==> src/rtl/axis_output_stream_merger_pkg.sv <==
// Shared definitions for the transpose-conv output stream merger:
// arbitration states, source ids and the default packet-length limit.
package axis_output_stream_merger_pkg;

  typedef enum logic [1:0] {
    ST_IDLE   = 2'd0,
    ST_GRANT0 = 2'd1,
    ST_GRANT1 = 2'd2
  } merge_state_e;

  localparam logic SRC_WEIGHT = 1'b0;
  localparam logic SRC_IFMAP  = 1'b1;

  localparam int DEFAULT_MAX_PKT_LEN = 4096;

endpackage

==> src/rtl/axis_merge_fifo.sv <==
// Synchronous first-word-fall-through FIFO: dout shows the head entry whenever
// the FIFO is non-empty. Push while full and pop while empty are ignored.
module axis_merge_fifo #(
  parameter int WIDTH = 18,
  parameter int DEPTH = 16,
  parameter int AW    = 4
) (
  input  logic             aclk,
  input  logic             aresetn,
  input  logic             push,
  input  logic             pop,
  input  logic [WIDTH-1:0] din,
  output logic [WIDTH-1:0] dout,
  output logic             full,
  output logic             empty,
  output logic [AW:0]      level
);

  localparam logic [AW:0] FULL_LEVEL = (AW+1)'(DEPTH);

  logic [WIDTH-1:0] mem_r [DEPTH];
  logic [AW-1:0]    wr_ptr_r;
  logic [AW-1:0]    rd_ptr_r;
  logic [AW:0]      level_r;
  logic             push_ok_s;
  logic             pop_ok_s;

  assign full      = (level_r == FULL_LEVEL);
  assign empty     = (level_r == {(AW+1){1'b0}});
  assign level     = level_r;
  assign dout      = mem_r[rd_ptr_r];
  assign push_ok_s = push & ~full;
  assign pop_ok_s  = pop & ~empty;

  // Storage, pointers and exact occupancy; reset also clears the array so dout reads zero.
  always_ff @(posedge aclk or negedge aresetn) begin
    if (!aresetn) begin
      for (int i = 0; i < DEPTH; i++) begin
        mem_r[i] <= '0;
      end
      wr_ptr_r <= '0;
      rd_ptr_r <= '0;
      level_r  <= '0;
    end else begin
      if (push_ok_s) begin
        mem_r[wr_ptr_r] <= din;
        wr_ptr_r        <= wr_ptr_r + 1'b1;
      end
      if (pop_ok_s) begin
        rd_ptr_r <= rd_ptr_r + 1'b1;
      end
      case ({push_ok_s, pop_ok_s})
        2'b10:   level_r <= level_r + 1'b1;
        2'b01:   level_r <= level_r - 1'b1;
        default: level_r <= level_r;
      endcase
    end
  end

endmodule

==> src/rtl/axis_output_stream_merger.sv <==
// Packet-level round-robin merge of the weight-side and ifmap-side result
// streams into one source-tagged AXI-Stream, buffered by a FWFT FIFO.
module axis_output_stream_merger
  import axis_output_stream_merger_pkg::*;
#(
  parameter int DW          = 16,
  parameter int FIFO_DEPTH  = 16,
  parameter int FIFO_AW     = 4,
  parameter int MAX_PKT_LEN = DEFAULT_MAX_PKT_LEN,
  parameter int LEN_W       = 13
) (
  input  logic               aclk,
  input  logic               aresetn,
  input  logic [DW-1:0]      s0_axis_tdata,
  input  logic               s0_axis_tvalid,
  output logic               s0_axis_tready,
  input  logic               s0_axis_tlast,
  input  logic [DW-1:0]      s1_axis_tdata,
  input  logic               s1_axis_tvalid,
  output logic               s1_axis_tready,
  input  logic               s1_axis_tlast,
  output logic [DW-1:0]      m_axis_tdata,
  output logic               m_axis_tvalid,
  input  logic               m_axis_tready,
  output logic               m_axis_tlast,
  output logic               m_axis_tuser,
  output logic [15:0]        pkt_count_0,
  output logic [15:0]        pkt_count_1,
  output logic [FIFO_AW:0]   fifo_level,
  output logic               busy,
  output logic               len_error
);

  localparam logic [LEN_W-1:0] MAX_LEN = LEN_W'(MAX_PKT_LEN);

  merge_state_e     state_r;
  logic             last_grant_r;
  logic [LEN_W-1:0] word_cnt_r;
  logic [15:0]      pkt_count_0_r;
  logic [15:0]      pkt_count_1_r;
  logic             len_error_r;

  logic             sel_valid_s;
  logic             sel_last_s;
  logic             sel_src_s;
  logic [DW-1:0]    sel_data_s;
  logic             s0_ready_s;
  logic             s1_ready_s;
  logic             accept_s;
  logic             fifo_full_s;
  logic             fifo_empty_s;
  logic [DW+1:0]    fifo_din_s;
  logic [DW+1:0]    fifo_dout_s;

  // Route the granted source toward the FIFO; nothing is accepted while idle or full.
  always_comb begin
    sel_valid_s = 1'b0;
    sel_last_s  = 1'b0;
    sel_src_s   = SRC_WEIGHT;
    sel_data_s  = '0;
    s0_ready_s  = 1'b0;
    s1_ready_s  = 1'b0;
    case (state_r)
      ST_GRANT0: begin
        sel_valid_s = s0_axis_tvalid;
        sel_last_s  = s0_axis_tlast;
        sel_src_s   = SRC_WEIGHT;
        sel_data_s  = s0_axis_tdata;
        s0_ready_s  = ~fifo_full_s;
      end
      ST_GRANT1: begin
        sel_valid_s = s1_axis_tvalid;
        sel_last_s  = s1_axis_tlast;
        sel_src_s   = SRC_IFMAP;
        sel_data_s  = s1_axis_tdata;
        s1_ready_s  = ~fifo_full_s;
      end
      default: begin
        sel_valid_s = 1'b0;
      end
    endcase
  end

  assign accept_s   = sel_valid_s & (s0_ready_s | s1_ready_s);
  assign fifo_din_s = {sel_src_s, sel_last_s, sel_data_s};

  // Arbitration FSM with per-source packet counters and the over-length monitor.
  always_ff @(posedge aclk or negedge aresetn) begin
    if (!aresetn) begin
      state_r       <= ST_IDLE;
      last_grant_r  <= SRC_IFMAP;
      word_cnt_r    <= '0;
      pkt_count_0_r <= 16'h0000;
      pkt_count_1_r <= 16'h0000;
      len_error_r   <= 1'b0;
    end else begin
      case (state_r)
        ST_IDLE: begin
          if (s0_axis_tvalid && s1_axis_tvalid) begin
            state_r <= (last_grant_r == SRC_WEIGHT) ? ST_GRANT1 : ST_GRANT0;
          end else if (s0_axis_tvalid) begin
            state_r <= ST_GRANT0;
          end else if (s1_axis_tvalid) begin
            state_r <= ST_GRANT1;
          end
        end
        ST_GRANT0, ST_GRANT1: begin
          if (accept_s) begin
            if (sel_last_s) begin
              state_r      <= ST_IDLE;
              last_grant_r <= sel_src_s;
              word_cnt_r   <= '0;
              if (sel_src_s == SRC_WEIGHT) begin
                pkt_count_0_r <= pkt_count_0_r + 16'd1;
              end else begin
                pkt_count_1_r <= pkt_count_1_r + 16'd1;
              end
            end else if (word_cnt_r == MAX_LEN) begin
              // Counter saturates; the word itself still goes through untouched.
              len_error_r <= 1'b1;
            end else begin
              word_cnt_r <= word_cnt_r + 1'b1;
            end
          end
        end
        default: state_r <= ST_IDLE;
      endcase
    end
  end

  axis_merge_fifo #(
    .WIDTH (DW + 2),
    .DEPTH (FIFO_DEPTH),
    .AW    (FIFO_AW)
  ) u_fifo (
    .aclk    (aclk),
    .aresetn (aresetn),
    .push    (accept_s),
    .pop     (m_axis_tvalid & m_axis_tready),
    .din     (fifo_din_s),
    .dout    (fifo_dout_s),
    .full    (fifo_full_s),
    .empty   (fifo_empty_s),
    .level   (fifo_level)
  );

  assign s0_axis_tready = s0_ready_s;
  assign s1_axis_tready = s1_ready_s;
  assign m_axis_tvalid  = ~fifo_empty_s;
  assign m_axis_tdata   = fifo_dout_s[DW-1:0];
  assign m_axis_tlast   = fifo_dout_s[DW];
  assign m_axis_tuser   = fifo_dout_s[DW+1];
  assign pkt_count_0    = pkt_count_0_r;
  assign pkt_count_1    = pkt_count_1_r;
  assign busy           = (state_r != ST_IDLE) | ~fifo_empty_s;
  assign len_error      = len_error_r;

endmodule
==> config.mk <==
export PLATFORM = sky130hd
export DESIGN_NAME = axis_output_stream_merger
export DESIGN_NICKNAME = d
export VERILOG_FILES = /design/src/rtl/axis_output_stream_merger_pkg.sv /design/src/rtl/axis_merge_fifo.sv /design/src/rtl/axis_output_stream_merger.sv
export SDC_FILE = /design/constraint.sdc
export NUM_CORES = 1
export LEC_CHECK = 0
export CORE_MARGIN = 2
export CORE_UTILIZATION = 54
export DETAILED_ROUTE_END_ITERATION = 8
export PLACE_DENSITY = 0.76
export SYNTH_ARGS = -nofsm -noshare
export SYNTH_HDL_FRONTEND = slang
export SYNTH_SLANG_ARGS = --single-unit
==> constraint.sdc <==
create_clock -name aclk -period 2.8 [get_ports aclk]
set_input_delay 0.56 -clock aclk [delete_from_list [all_inputs] [get_ports aclk]]
set_output_delay 0.56 -clock aclk [all_outputs]
set_load 0.01 [all_outputs]
==> results.cfg, run 1 <==
[clock_network]
cts_root_buf = clkbuf_16
clk_pin_slew_worst_paths_ns = 0.06
cts-htree-levels = 2
numCtsBuffers = 37
clk_path_buf_depth = 3
cts_sinks = 350
ctsHoldBuffers = 0
clk_latency_ns = 0.52
cts_tree = yes

[yosys]
synth_top_family_by_area = multiplexers
post_synth_xor_area_fraction_pct = 2.30
yosys.area_share.adder_pct = 1.14
synth_compound_area_share_pct = 13.3
ys_seq_elements = 350
synth-edff-count = 0
synth.top_cells.by_area = dfrtp_1 (53%), mux4_2 (12%), nand2_1 (7.1%), o21ai_0 (6.9%), o21ai_1 (1.9%)
syn_nets = 1485
yosys_warnings = 0
syn_area_per_cell_sq_um = 11.5
post_synth_and_or_nand_nor_area_fraction_pct = 11.7
yosys.area.top_type = dfrtp_1
synth.most_common_cell = dfrtp_1
postSynth.topFlopCell = dfrtp_1
netlist_area_sq_um = 16400
synth_common_cells = dfrtp_1 (349), nand2_1 (312), o21ai_0 (227)
ys_async_sr_fraction_pct = 100
synth_seq_area_share_pct = 53.4
synth_cell_types = 61
synth_top_area_share_pct = 53.3
syn-instance-count = 1431
synthMuxAreaShare_pct = 13.8

[placed_design]
place_area_sq_um = 18000
dp_cells = 1875
dp_hpwl_mm = 27.1
gp_congestion = 0.826
portBuffers = 98

[final_layout]
fillers = 2171
final_nets = 1591
drive_gt1_share_pct = 18.6
fin_util_pct = 65.3
final_area_sq_um = 19400
synthToLayoutAreaGrowth_pct = 18.6
diodes = 0
layoutNonFillerInstCount = 1953

[timing]
report.final.slew_viol_count = 0
rsz0062_at_grt = true
relSlewSlack_pct = 59.2
holdWs_ns = -0.0241
worst_pin_slew_ns = 0.611
fmax_mhz = 318
finalCriticalPeriod_ns = 3.15
finalCritPeriodShare_pct = 112
worst_slack_ns = -0.348
setup_violations = 18
fin_skew_ns = 0.0131
final_hold_viol_count = 9

[grt]
grt.overflow.total = 0
grt_pass1_wl_mm = 68.9
grt_pass1_vias = 12538
gr-usage-all-layers_pct = 28.4
grt_max_degree = 72
antenna_found_initial = 0

[critical_path]
r2r.worst_path.cells = 8
reg2reg_from = state_r[0]
worstPathArrival_ns = 2.59
path_max_fanout = 8
crit_required_ns = 2.24
cp-end-kind = output port
cp-start-kind = register
worstReg2RegEnd = u_fifo.mem_r[245]
worst-setup-path-type = register to output port
rrSetupSlack_ns = 0.26

[detailed_routing]
ant_nets = 0
drc = 0
first_pass_iters = 5
drt_wl_total_mm = 43.4
viasPerCell = 6.16
wire_per_inst_microns = 22.2
num_vias = 12031
drtIter0Drc = 1231

[floorplan]
die_w_microns = 178
start_util_pct = 55.0
die_height_microns = 178
die_area_sq_um = 31800
ios = 99
fp.coreArea_sq_um = 29800
std_cell_rows = 63

[power_and_ir_drop]
switchingPower_mw = 5.69
clockPowerShare_pct = 28.3
switching_share_pct = 33.6
finalPower_mw = 16.9
internal-power_mw = 11.2
ir_drop_mv = 0.538
p_seq_share_pct = 38.6
power.density_nw_per_um2 = 869
leakagePower_nw = 8.36
combPwrFrac_pct = 33.1

[outcome]
status = finished, violations left
violations = negative hold slack, negative setup slack

[flow_run]
max_cap_violations = 0

[min_path]
hold_path_class = input pin to asynchronous set/reset pin
-- timing repair --
| action | 4_1_cts | 5_1_grt |
|---|---|---|
| setup buffers | 8 | 4 |
| setup endpoints to repair | 21 | 20 |
| pin swaps | 1 | 1 |
| cloned | 4 | 0 |
| gates resized for setup | 103 | 15 |
-- cell usage in the layout (no fill, tap or decap), drive strengths merged, types with 5 or more instances in the layout --
master         instances
a21boi                 6
a21oi                  7
a22o                  19
and3                   9
and4                   5
and4b                 10
buf                  104
clkbuf                53
clkdlybuf4s50         77
clkinv                 8
dfrtp                349
ha                    15
inv                   14
mux2                  20
mux4                  90
nand2                312
nand3                 30
nand4                 15
nor2                   5
nor3                   6
nor4                   7
o211ai                12
o21ai                289
xnor2                 33
xor2                  10
-- metrics by stage --
step                      setup WS [ns]  setup TNS (ns)  hold WS (ns)
after detailed placement         -0.136           -1.26         0.465
after global placement           -0.106           -1.17         0.457
final                            -0.348           -5.21       -0.0241
after global routing             -0.387           -5.70        0.0255
after CTS                        -0.355           -4.81       0.00457
after floorplan                  0.0306               0         0.264
-- logic make-up (layout without fill, tap and decap cells) --
logic type / after synthesis / count (layout)
compound gates: 358 / 358
mux: 111 / 111
fa+ha+maj: 15 / 15
buf+inv: 130 / 262
xor+xnor: 43 / 43
flops: 350 / 350
simple gates: 424 / 424
-- flip-flops by register name, indices dropped and copies added, names as in the netlist, 2 cells and up --
name	count
u_fifo.wr_ptr_r	4
u_fifo.mem_r	288
u_fifo.level	5
state_r	2
word_cnt_r	13
pkt_count_0	16
u_fifo.rd_ptr_r	4
pkt_count_1	16
-- area by class of cell --
cell class / count / area [sq um] / area share [%]
multi-input combinational: 951 / 6930 / 35.7
clock inverter: 12 / 98.8 / 0.508
inverter: 12 / 45.0 / 0.232
tap: 390 / 488 / 2.51
timing repair buffer: 185 / 2040 / 10.5
sequential: 350 / 8770 / 45.1
clock buffer: 53 / 1080 / 5.53
-- metal layers --
| layer | up-vias | share of wire, % | track usage, % |
|---|---|---|---|
| li1 | 5339 | - | - |
| met1 | 6150 | 41 | 37.4 |
| met2 | 427 | 49 | 47.0 |
| met3 | 115 | 5.9 | 4.88 |
| met4 | 0 | 3.5 | 11.6 |
| met5 | - | 0 | 0 |
-- power by group through the flow --
stage               Combinational (mW)  Sequential (mW)  Clock, mW
finish                            5.60             6.53       4.78
global route                      6.07             6.60       5.04
CTS                               5.64             6.50       4.83
detailed placement                5.07             6.60          0
global placement                  4.91             6.58          0
floorplan                         3.45             6.32          0
-- critical path: stages (launching register included) --
cell and delay, ns:
dfrtp_4 0.49, buf_12 0.15, buf_12 0.14, buf_12 0.14, buf_12 0.12, mux4_2 0.40, mux4_2 0.47, buf_6 0.14
-- worst max path at each step --
| stage | startpoint | cells after the start | to | slack [ns] |
|---|---|---|---|---|
| detailed placement | u_fifo.rd_ptr_r[0] | 4 | m_axis_tdata[15] | -0.14 |
| floorplan | u_fifo.level[1] | 12 | u_fifo.level[2] | 0.03 |
| global route | u_fifo.rd_ptr_r[0] | 7 | m_axis_tdata[11] | -0.39 |
| global placement | u_fifo.rd_ptr_r[0] | 4 | m_axis_tdata[15] | -0.11 |
| CTS | u_fifo.rd_ptr_r[0] | 7 | m_axis_tdata[11] | -0.35 |
| finish | u_fifo.rd_ptr_r[0] | 7 | m_axis_tdata[11] | -0.35 |
No activity file was read; power rests on OpenSTA's default activity.
==> inputs of run 2 (changes only) <==
--- a/config.mk
+++ b/config.mk
@@ -5,10 +5,12 @@
 export SDC_FILE = /design/constraint.sdc
 export NUM_CORES = 1
 export LEC_CHECK = 0
+export CELL_PAD_IN_SITES_DETAIL_PLACEMENT = 0
+export CELL_PAD_IN_SITES_GLOBAL_PLACEMENT = 2
 export CORE_MARGIN = 2
-export CORE_UTILIZATION = 54
+export CORE_UTILIZATION = 41
 export DETAILED_ROUTE_END_ITERATION = 8
-export PLACE_DENSITY = 0.76
+export PLACE_DENSITY_LB_ADDON = 0.1
 export SYNTH_ARGS = -nofsm -noshare
 export SYNTH_HDL_FRONTEND = slang
 export SYNTH_SLANG_ARGS = --single-unit
==> constraint.sdc (replaced) <==
create_clock -name aclk -period 3.2 [get_ports aclk]
set_input_delay 0.64 -clock aclk [delete_from_list [all_inputs] [get_ports aclk]]
set_output_delay 0.64 -clock aclk [all_outputs]
set_load 0.01 [all_outputs]
==> results.cfg, run 2 (synthesis results as in run 1) <==
[power_and_ir_drop]
power.density_nw_per_um2 = 776
leakagePower_nw = 8.43
ir_drop_mv = 0.398

[grt]
gr-usage-all-layers_pct = 23.0
grt_pass1_vias = 11653
grt.overflow.total = 0
grt_max_degree = 65
antenna_found_initial = 0
grt_pass1_wl_mm = 72.5

[detailed_routing]
num_vias = 11150
wire_per_inst_microns = 22.0
drt_wl_total_mm = 45.9
drc = 0
ant_nets = 0
drtIter0Drc = 620
first_pass_iters = 4
viasPerCell = 5.34

[floorplan]
std_cell_rows = 73
ios = 99
die_area_sq_um = 41600
die_height_microns = 204
die_w_microns = 204
fp.coreArea_sq_um = 39600
start_util_pct = 41.4

[timing]
relSlewSlack_pct = 39.3
worst_pin_slew_ns = 0.906
final_hold_viol_count = 0
report.final.slew_viol_count = 0
rsz0062_at_grt = true
worst_slack_ns = -0.0205
tns_ns = -0.0718
finalCriticalPeriod_ns = 3.22
setup_violations = 6
fmax_mhz = 311
fin_skew_ns = 0.0160
finalCritPeriodShare_pct = 101

[placed_design]
portBuffers = 98
place_ws_ns = 0.186
dp_hpwl_mm = 29.2
gp_congestion = 0.774

[final_layout]
fin_util_pct = 49.9
regMostFlops = u_fifo.mem_r
layout_common_cells = dfrtp_1 (347), nand2_1 (312), o21ai_0 (227)
largest_reg_flops = 288
final_common_cell = dfrtp_1
diodes = 0
final_nets = 1589
drive_gt1_share_pct = 18.4
synthToLayoutAreaGrowth_pct = 20.7

[clock_network]
cts_root_buf = clkbuf_16
clk_pin_slew_worst_paths_ns = 0.06
numCtsBuffers = 41
ctsHoldBuffers = 0
clk_latency_ns = 0.54
cts-htree-levels = 2
clk_path_buf_depth = 3
cts_sinks = 350
cts_tree = yes

[outcome]
violations = negative setup slack
status = finished, violations left

[min_path]
hold_path_class = input pin to asynchronous set/reset pin

[critical_path]
path_max_fanout = 8
worst-setup-path-type = register to output port
crit_required_ns = 2.56
cp-start-kind = register
cp-end-kind = output port
reg2reg_from = u_fifo.level[1]
worstPathArrival_ns = 2.58
crit_start = u_fifo.rd_ptr_r[0]

[flow_run]
max_cap_violations = 0
-- run 2: worst paths after layout --
| path | depth (start not counted) | slack [ns] | end |
|---|---|---|---|
| setup / recovery | 6 | -0.02 | m_axis_tdata[9] |
| hold / removal | 1 | 0.02 | pkt_count_1[11] |
| max in group asynchronous | 3 | 2.28 | u_fifo.mem_r[198] |
| hold reg to reg | 1 | 0.47 | pkt_count_1[15] |
| setup reg to reg | 5 | 0.57 | u_fifo.mem_r[208] |
| min in group aclk | 1 | 0.47 | pkt_count_1[15] |
-- run 2: area by class of cell --
| cell class | instances | area (sq um) |
|---|---|---|
| fillers | 3677 | 19800 |
| inverters | 12 | 45.0 |
| flip-flops and latches | 350 | 8770 |
| repair buffers | 179 | 2010 |
| multi-input cells | 951 | 6940 |
| well taps | 525 | 657 |
| clock inverters | 13 | 146 |
| clock buffers | 59 | 1230 |
-- run 2: metrics by stage --
stage          std cells  hold WS (ns)  power [mW]  cell area (sq um)
3_5_place_dp        2000         0.466        10.3              18100
3_3_place_gp        2000         0.456        10.3              18100
5_1_grt             2089        0.0281        16.2              19800
2_1_floorplan       1431         0.344        8.54              16400
6_report            2089        0.0166        15.4              19800
4_1_cts             2090       0.00992        15.6              19800
-- run 2: metal layers --
metal	GRT usage, %	share of wire, %
met5	0	0
met4	5.64	2.0
met3	3.14	3.3
met2	38.2	48
met1	32.2	46
-- run 2: timing repair --
action | 4_1_cts | 5_1_grt
cloned | 4 | 0
resized for setup | 93 | 2
pin swaps | 1 | 0
endpoints found under the setup margin | 21 | 15
buffers inserted | 15 | 0
-- run 2: critical path: stages, from the launching register on --
cell     delay (ns)
dfrtp_4        0.47
buf_12         0.13
buf_6          0.14
buf_16         0.15
mux4_2         0.51
mux4_2         0.49
buf_6          0.14
-- run 2: where the power goes --
part           total (mW)  switching, mW  internal, mW
clock                4.76           1.86          2.90
combinational        4.88           2.66          2.22
sequential           5.73          0.592          5.13
==> inputs of run 3 (changes only) <==
--- a/config.mk
+++ b/config.mk
@@ -8,7 +8,7 @@
 export CELL_PAD_IN_SITES_DETAIL_PLACEMENT = 0
 export CELL_PAD_IN_SITES_GLOBAL_PLACEMENT = 2
 export CORE_MARGIN = 2
-export CORE_UTILIZATION = 41
+export CORE_UTILIZATION = 44
 export DETAILED_ROUTE_END_ITERATION = 8
 export PLACE_DENSITY_LB_ADDON = 0.1
 export SYNTH_ARGS = -nofsm -noshare
==> constraint.sdc (replaced) <==
create_clock -name aclk -period 3.8 [get_ports aclk]
set_input_delay 0.76 -clock aclk [delete_from_list [all_inputs] [get_ports aclk]]
set_output_delay 0.76 -clock aclk [all_outputs]
set_load 0.01 [all_outputs]
==> results.cfg, run 3 (synthesis results as in run 1) <==
[outcome]
status = finished clean

[critical_path]
path_max_fanout = 16
worstPathArrival_ns = 2.91
cp-start-kind = register
cp-end-kind = output port
rrSetupSlack_ns = 0.81
reg2reg_from = u_fifo.level[1]
r2r.worst_path.cells = 4
worstReg2RegEnd = u_fifo.mem_r[278]
crit_required_ns = 3.04
worst-setup-path-type = register to output port

[clock_network]
cts-htree-levels = 2
cts_sinks = 350
cts_root_buf = clkbuf_16
clk_pin_slew_worst_paths_ns = 0.06
ctsHoldBuffers = 0
post_cts_buffers = 3
cts_tree = yes
cts-resized-gates = 0
numCtsBuffers = 41
clk_latency_ns = 0.55
clk_path_buf_depth = 3

[grt]
gr-usage-all-layers_pct = 23.6
grt_pass1_vias = 11288
grt_max_degree = 88
antenna_found_initial = 0
grt.overflow.total = 0
grt_pass1_wl_mm = 69.1

[detailed_routing]
drc = 0
drtIter0Drc = 562
first_pass_iters = 4
viasPerCell = 5.52
drt_wl_total_mm = 43.8
ant_nets = 0
num_vias = 11119
wire_per_inst_microns = 21.8

[min_path]
hold_path_class = input pin to asynchronous set/reset pin

[final_layout]
final_common_cell = dfrtp_1
synthToLayoutAreaGrowth_pct = 17.7
layout_common_cells = dfrtp_1 (347), nand2_1 (312), o21ai_0 (227)
regMostFlops = u_fifo.mem_r
fillers = 3288
drive_gt1_share_pct = 16.3
final_nets = 1571
largest_reg_flops = 288
diodes = 0

[timing]
finalCritPeriodShare_pct = 96.5
worst_pin_slew_ns = 0.971
fmax_mhz = 273
holdWs_ns = 0.197
finalCriticalPeriod_ns = 3.67
rsz0062_at_grt = false
setup_violations = 0
worst_slack_ns = 0.135
report.final.slew_viol_count = 0
final_hold_viol_count = 0
fin_skew_ns = 0.0255
relSlewSlack_pct = 35.0
tns_ns = 0

[floorplan]
die_w_microns = 197
die_height_microns = 197
fp.coreArea_sq_um = 36700
die_area_sq_um = 38800
std_cell_rows = 70
ios = 99
start_util_pct = 44.7

[flow_run]
max_cap_violations = 0

[power_and_ir_drop]
power.density_nw_per_um2 = 647
ir_drop_mv = 0.325
leakagePower_nw = 8.17

[placed_design]
portBuffers = 98
dp_hpwl_mm = 28.0
gp_congestion = 0.812
place_ws_ns = 0.409
[run 3: changes by cell type in the layout (fill, tap and decap cells not counted)]
cell and change:
clkdlybuf4s50_1 +18, buf_6 -14, buf_12 -13, buf_2 -6, buf_4 +5, buf_16 -4, clkbuf_8 +3, buf_8 -2
clkinv_2 -2, bufbuf_16 -1, bufinv_16 -1, clkdlybuf4s15_1 -1, clkdlybuf4s15_2 -1, inv_6 +1
[run 3: routing by layer]
layer  up-vias  part of all wire (%)  routed length, microns  global-route usage [%]
li1       5294                     -                       -                       -
met1      5597                    46                   20100                    33.3
met2       176                    48                   21200                    38.7
met3        52                   3.7                    1610                    3.38
met4         0                   2.1                     928                    6.21
met5         -                     0                       0                       0
[run 3: worst max-delay path by stage]
stage                            start         endpoint  slack [ns]  depth (start not counted)
global route        u_fifo.rd_ptr_r[0]     m_axis_tlast        0.04                          4
finish              u_fifo.rd_ptr_r[0]     m_axis_tlast        0.13                          4
detailed placement      s1_axis_tvalid  u_fifo.level[2]        0.41                         11
CTS                 u_fifo.rd_ptr_r[1]     m_axis_tlast        0.03                          4
global placement        s1_axis_tvalid  u_fifo.level[2]        0.44                         11
floorplan               s1_axis_tvalid  u_fifo.level[4]        0.91                         11
[run 3: layout make-up]
cell class	instances	area, sq um	share of cell area (%)
inverter	12	45.0	0.233
sequential	350	8770	45.4
clock inverter	11	115	0.596
tap	468	586	3.03
timing repair buffer	161	1600	8.28
clock buffer	61	1250	6.49
multi-input combinational	951	6940	36.0
[run 3: worst max-delay path: stages, from the launching register on]
cell             delay, ns
dfrtp_4               0.54
buf_12                0.22
mux4_2                0.53
mux4_2                0.53
clkdlybuf4s50_1       0.52
[run 3: stage by stage]
step	area [sq um]	util, %	std cells	total power, mW
detailed placement	17900	48.8	1938	8.54
floorplan	16400	-	1431	7.19
CTS	19300	52.6	2013	12.6
global route	19300	52.6	2014	13.2
finish	19300	52.6	2014	12.5
global placement	17900	48.8	1938	8.50
[run 3: power breakdown]
group / internal [mW] / leakage, nW / switching, mW
Combinational: 1.55 / 2.66 / 2.06
Sequential: 4.32 / 4.83 / 0.539
Clock: 2.41 / 0.678 / 1.59
==> edit 1 (settings of run 2) <==
Compare `word_cnt_r` against `MAX_LEN` with >= in place of ==.
--- a/src/rtl/axis_output_stream_merger.sv
+++ b/src/rtl/axis_output_stream_merger.sv
@@ -115,7 +115,7 @@
               end else begin
                 pkt_count_1_r <= pkt_count_1_r + 16'd1;
               end
-            end else if (word_cnt_r == MAX_LEN) begin
+            end else if (word_cnt_r >= MAX_LEN) begin
               // Counter saturates; the word itself still goes through untouched.
               len_error_r <= 1'b1;
             end else begin
Formal check against the unedited RTL: no difference found for any inputs over 4 cycles, from zero or initial values and one cycle with aresetn low; that may be too few to reach the edited logic, so the function may still have changed.
==> edit 1 against run 2 <==
Critical path type unchanged; register-to-register slack got worse by 120 ps; sequential cell count is the same; cell count shrank 0.81%; the run still ends with setup timing left; sequential share of layout area is 0.093 points higher; non-clock buffer count is 8 lower; clock power increased by 1%; wire length down 1.3%; sequential power up 4.0%; fmax up 0.16%; worst setup slack improved by 5.0 ps; cell area down 0.20%; power is 4.1% higher; area after synthesis down 0.54%.
==> edit 1: results (changes against run 2) <==
Synthesized Nets=1,479 (-0.40%); slack of the critical path=-15.5 ps (+4.99 ps); CTS buffer count=41 (unchanged); routed len/inst=21.9 um (-0.50%); vias in the first global route=11,400 (-1.8%); unique cell type count in the Yosys netlist=63 (+3.3%); Pleak=8.48 nW (+0.57%); Max Cap Viol=0 (unchanged); H-tree depth=2 (unchanged); outcome=complete, but fails checks; top post-synthesis cells by area=dfrtp_1, mux4_2, o21ai_0, nand2_1, clkbuf_1; Tot GR Track Use=23.1% (about the same); CTS Root Cell=clkbuf_16; Synthesis Warnings=0 (unchanged); crit-path max FO=8 (unchanged); Via density=5.34 (+0.11%); CTS Buffer Depth=3 (unchanged); initial antenna violation count=0 (unchanged); first-pass GRT wire length=72,000 um (-0.70%); Seq/Total Area, Yosys=53.7% (+0.29 points); synth cell count leaders=dfrtp_1, nand2_1, o21ai_0; Sw Share=33.5% (+0.25 points); Detail Route Antenna Nets=0 (unchanged); CTS clk-pin slew, worst paths=60 ps (about the same); final wirelength=45,300 um (-1.3%); Port Buffer Count=98 (unchanged); critical path arrival=2580 ps (about the same); CP max stage delay=520 ps; Hold Crit Class=in -> async; Largest Register=u_fifo.mem_r; post-synthesis async set-or-reset flop share=100% (unchanged); Slew @ Worst Pin=899 ps (-7.34 ps); GPL Wtd Cong=0.773 (-0.16%); placed cells=1,984 (-0.80%); Peak VDD IR=0.424 mV (+6.6%); Post-synth EDFFs=0 (unchanged); Nets=1,573 (-1.0%); violated checks=setup timing; cell count after synthesis=1,426 (-0.35%); DRT iter0 DRCs=692 (+12%); endpoints failing setup=1 (-5); share of cells above drive strength 1=18.4% (+0.072 points); drt pass-1 iters=5 (+1); worst skew pair latency=560 ps (+20 ps); largest net degree at the start of global routing=62 (-4.6%); Setup Skew=15.9 ps (-0.0865 ps); ANT cells=0 (unchanged); Final HPWL DP=28,700 um (-1.8%); number of flip-flops in the largest register=288 (unchanged)
[edit 1: cell type report]
type | instances | area, um^2
sequential | 350 | 8770
inverter | 14 | 52.6
clock buffer | 58 | 1210
multi-input combinational | 942 | 6880
tap | 525 | 657
clock inverter | 12 | 175
timing repair buffer | 171 | 2010
fill | 3599 | 19700
[edit 1: per-stage QoR]
stage               worst slack [ps]  TNS [ps]  instance area (um^2)
floorplan                        330         0                 16300
global placement                 118         0                 18100
detailed placement              94.6         0                 18100
CTS                            -79.8      -480                 19700
global route                   -80.8      -627                 19800
finish                         -15.5     -15.5                 19800
[edit 1: worst max-delay path, delay by kind of cell, from the launching register on]
kind / cells / cell delay, ps
multiplexers: 2 / 930
buffers and inverters: 4 / 580
flip-flops: 1 / 500
[edit 1: kinds of logic (layout without fill, tap and decap cells)]
logic type	after synthesis	count (layout)	share of synthesized area, %
AOI/OAI and AO/OA	353	353	13.2
xor gates and xnor gates	43	43	2.31
DFF	350	350	53.7
muxes	112	112	13.9
buffers and inverters	134	255	4.35
adders and majority gates	14	14	1.07
and+or+nand+nor	420	420	11.5
[edit 1: timing repair]
action,CTS,global route
endpoints found under the setup margin,18,17
cloned,3,1
setup buffers,14,3
gates resized for setup,93,16
[edit 1: power groups by stage]
stage	combinational (W)	sequential, W	clock [W]
after floorplan	0.00328	0.00570	0
after global placement	0.00467	0.00611	0
after detailed placement	0.00475	0.00610	0
after CTS	0.00529	0.00596	0.00496
after global routing	0.00571	0.00608	0.00515
final	0.00520	0.00596	0.00483
[edit 1: routing by layer]
| metal | track usage, % | share of wire (%) |
|---|---|---|
| met5 | 0 | 0 |
| met4 | 5.16 | 1.8 |
| met3 | 3.69 | 3.5 |
| met2 | 36.9 | 48 |
| met1 | 33.2 | 47 |
[edit 1: path summary, 6_finish.rpt]
kind	endpoint	cells after the start	slack [ps]	startpoint
min in group aclk	pkt_count_1[15]	1	460	pkt_count_1[15]
min reg2reg	pkt_count_1[15]	1	460	pkt_count_1[15]
min	pkt_count_0[1]	1	30	aresetn
max reg2reg	u_fifo.level[4]	12	450	state_r[1]
max	m_axis_tdata[7]	6	-20	u_fifo.rd_ptr_r[0]
max in group asynchronous	u_fifo.rd_ptr_r[1]	2	2320	aresetn
==> edit 2 (settings of run 2) <==
Made on the original files. Set the parameter `DW` to 32 (it was 16).
--- a/src/rtl/axis_output_stream_merger.sv
+++ b/src/rtl/axis_output_stream_merger.sv
@@ -3,7 +3,7 @@
 module axis_output_stream_merger
   import axis_output_stream_merger_pkg::*;
 #(
-  parameter int DW          = 16,
+  parameter int DW          = 32,
   parameter int FIFO_DEPTH  = 16,
   parameter int FIFO_AW     = 4,
   parameter int MAX_PKT_LEN = DEFAULT_MAX_PKT_LEN,
Ports: changed (resized m_axis_tdata, s0_axis_tdata and s1_axis_tdata); port bits go from 99 to 147. No check against the original RTL was run, so the function may have changed too.
==> edit 2 against run 2 <==
The flow still finishes with violations (setup timing); count of clock-buffer cells in the layout up 49; synthesized cell count up 69%; sequential cell count up 256; global-route usage down 0.16 points; cell area up 68%; power up 75%; register-to-register slack worse by 60 ps; cell count up 66%; worst hold slack better by 41 ps; area after synthesis up 68%; die area up 67%; worst setup slack worse by 110 ps; wire length up 69%.
==> edit 2: results (changes against run 2) <==
Slew @ Worst Pin=746 ps (-160 ps); vias in the first global route=19,500 (+67%); worst hold margin=57.3 ps (+40.7 ps); top post-synthesis cells by area=dfrtp_1, mux4_2, o21ai_0, nand2_1, clkbuf_1; final hold vios=0 (unchanged); initial antenna violation count=1 (+1); ANT cells=0 (unchanged); number of flip-flops in the largest register=544 (+89%); synth cell count leaders=dfrtp_1, nand2_1, o21ai_0; DRT iter0 DRCs=1,273 (+110%); CP endpoint=m_axis_tdata[5]; drt pass-1 iters=5 (+1); Final HPWL DP=46,300 um (+58%); routed len/inst=22.3 um (+1.5%); CTS Root Cell=clkbuf_16; Seq/Total Area, Yosys=55.0% (+1.6 points); Nets=2,639 (+66%); placed cells=3,324 (+66%); met2 Track Usage GR=36.7% (-1.5 points); Tot GR Track Use=22.9% (-0.16 points); Cell Count, Final, Fillers Out=3,478 (+66%); largest net degree at the start of global routing=81 (+25%); CTS Buffer Depth=3 (unchanged); reg2reg end=u_fifo.mem_r[15]; R2R cell count=8 (+3); Largest Register=u_fifo.mem_r; CP Class=reg -> out; CP max stage delay=530 ps (+20 ps); first-pass GRT wire length=121,000 um (+67%); R2R setup slack=510 ps (-60 ps); critical path arrival=2690 ps (+110 ps); Setup Skew=26.6 ps (+10.6 ps); unique cell type count in the Yosys netlist=63 (+3.3%); Pleak=14.3 nW (+69%); RR Startpoint=state_r[0]; Port Buffer Count=146 (+49%); Layout fillers=5,997 (+63%); final setup TNS=-2670 ps (-2600 ps); H-tree depth=3 (+1); Synthesized Nets=2,499 (+68%); Slowest-stage cell, CP=mux4_2; endpoints failing setup=32 (+26); met1 WL=36,200 um (+70%); GPL Wtd Cong=0.759 (-2.0%); worst skew pair latency=610 ps (+70 ps); outcome=complete, but fails checks; met2 routed WL=36,700 um (+65%); DR vias=18,900 (+70%); slack of the critical path=-128 ps (-108 ps); violated checks=setup timing; met1 Usage GRT=33.2% (+0.99 points); CTS buffer count=71 (+73%); CTS clk-pin slew, worst paths=60 ps (about the same); post-synthesis async set-or-reset flop share=100% (unchanged); crit-path max FO=7 (-1); share of cells above drive strength 1=19.1% (+0.73 points); met3 Use GR=3.01% (-0.13 points); syn_area_per_cell=11.4 um^2 (-0.30%); Peak VDD IR=0.373 mV (-6.3%); DR WL met3=2880 um (+91%)
## edit 2: cell types whose count changed after synthesis, moves of 14 or more
cell,delta
clkbuf_1,+53
nor3_1,+14
mux4_2,+80
dfrtp_1,+256
nand3_1,-14
buf_4,+16
o21ai_0,+262
nand2_1,+271
a22o_1,+16
## edit 2: power breakdown
group          internal, W  leakage (nW)  switching [W]
clock              0.00503          1.17        0.00322
combinational      0.00395          4.72        0.00471
sequential         0.00906          8.37       0.000973
total               0.0180          14.3        0.00890
## edit 2: worst max-delay path, delay by kind of cell, from the launching register on
| family | cells | cell delay [ps] |
|---|---|---|
| muxes | 2 | 1040 |
| buffers and inverters | 4 | 600 |
| DFF | 1 | 440 |
## edit 2: cell type report
class	count	share of cell area [%]
Clock buffer	108	6.36
Tap cell	873	3.29
Inverter	18	0.204
Sequential cell	606	45.7
Clock inverter	18	0.780
Multi-Input combinational cell	1573	33.9
Timing Repair Buffer	282	9.71
## edit 2: kinds of logic (layout without fill, tap and decap cells)
family,Yosys count,after routing,synth area share (%)
compound gates,631,631,13.1
xor+xnor,40,40,1.27
fa+ha+maj,16,16,0.726
buf+inv,233,426,4.75
flops,606,606,55.0
mux,190,190,14.7
simple gates,696,696,10.4
## edit 2: per-stage QoR
stage	setup slack, ps	cell area, um^2
CTS	-251	33200
global placement	93.3	30300
detailed placement	93.7	30300
floorplan	47.1	27600
global route	-201	33200
finish	-128	33200
## edit 2: what timing repair did
| item | CTS | global route |
|---|---|---|
| endpoints found under the setup margin | 35 | 35 |
| pin swaps | 1 | 0 |
| gates resized for setup | 185 | 12 |
| setup buffers | 19 | 2 |
| cloned | 10 | 2 |
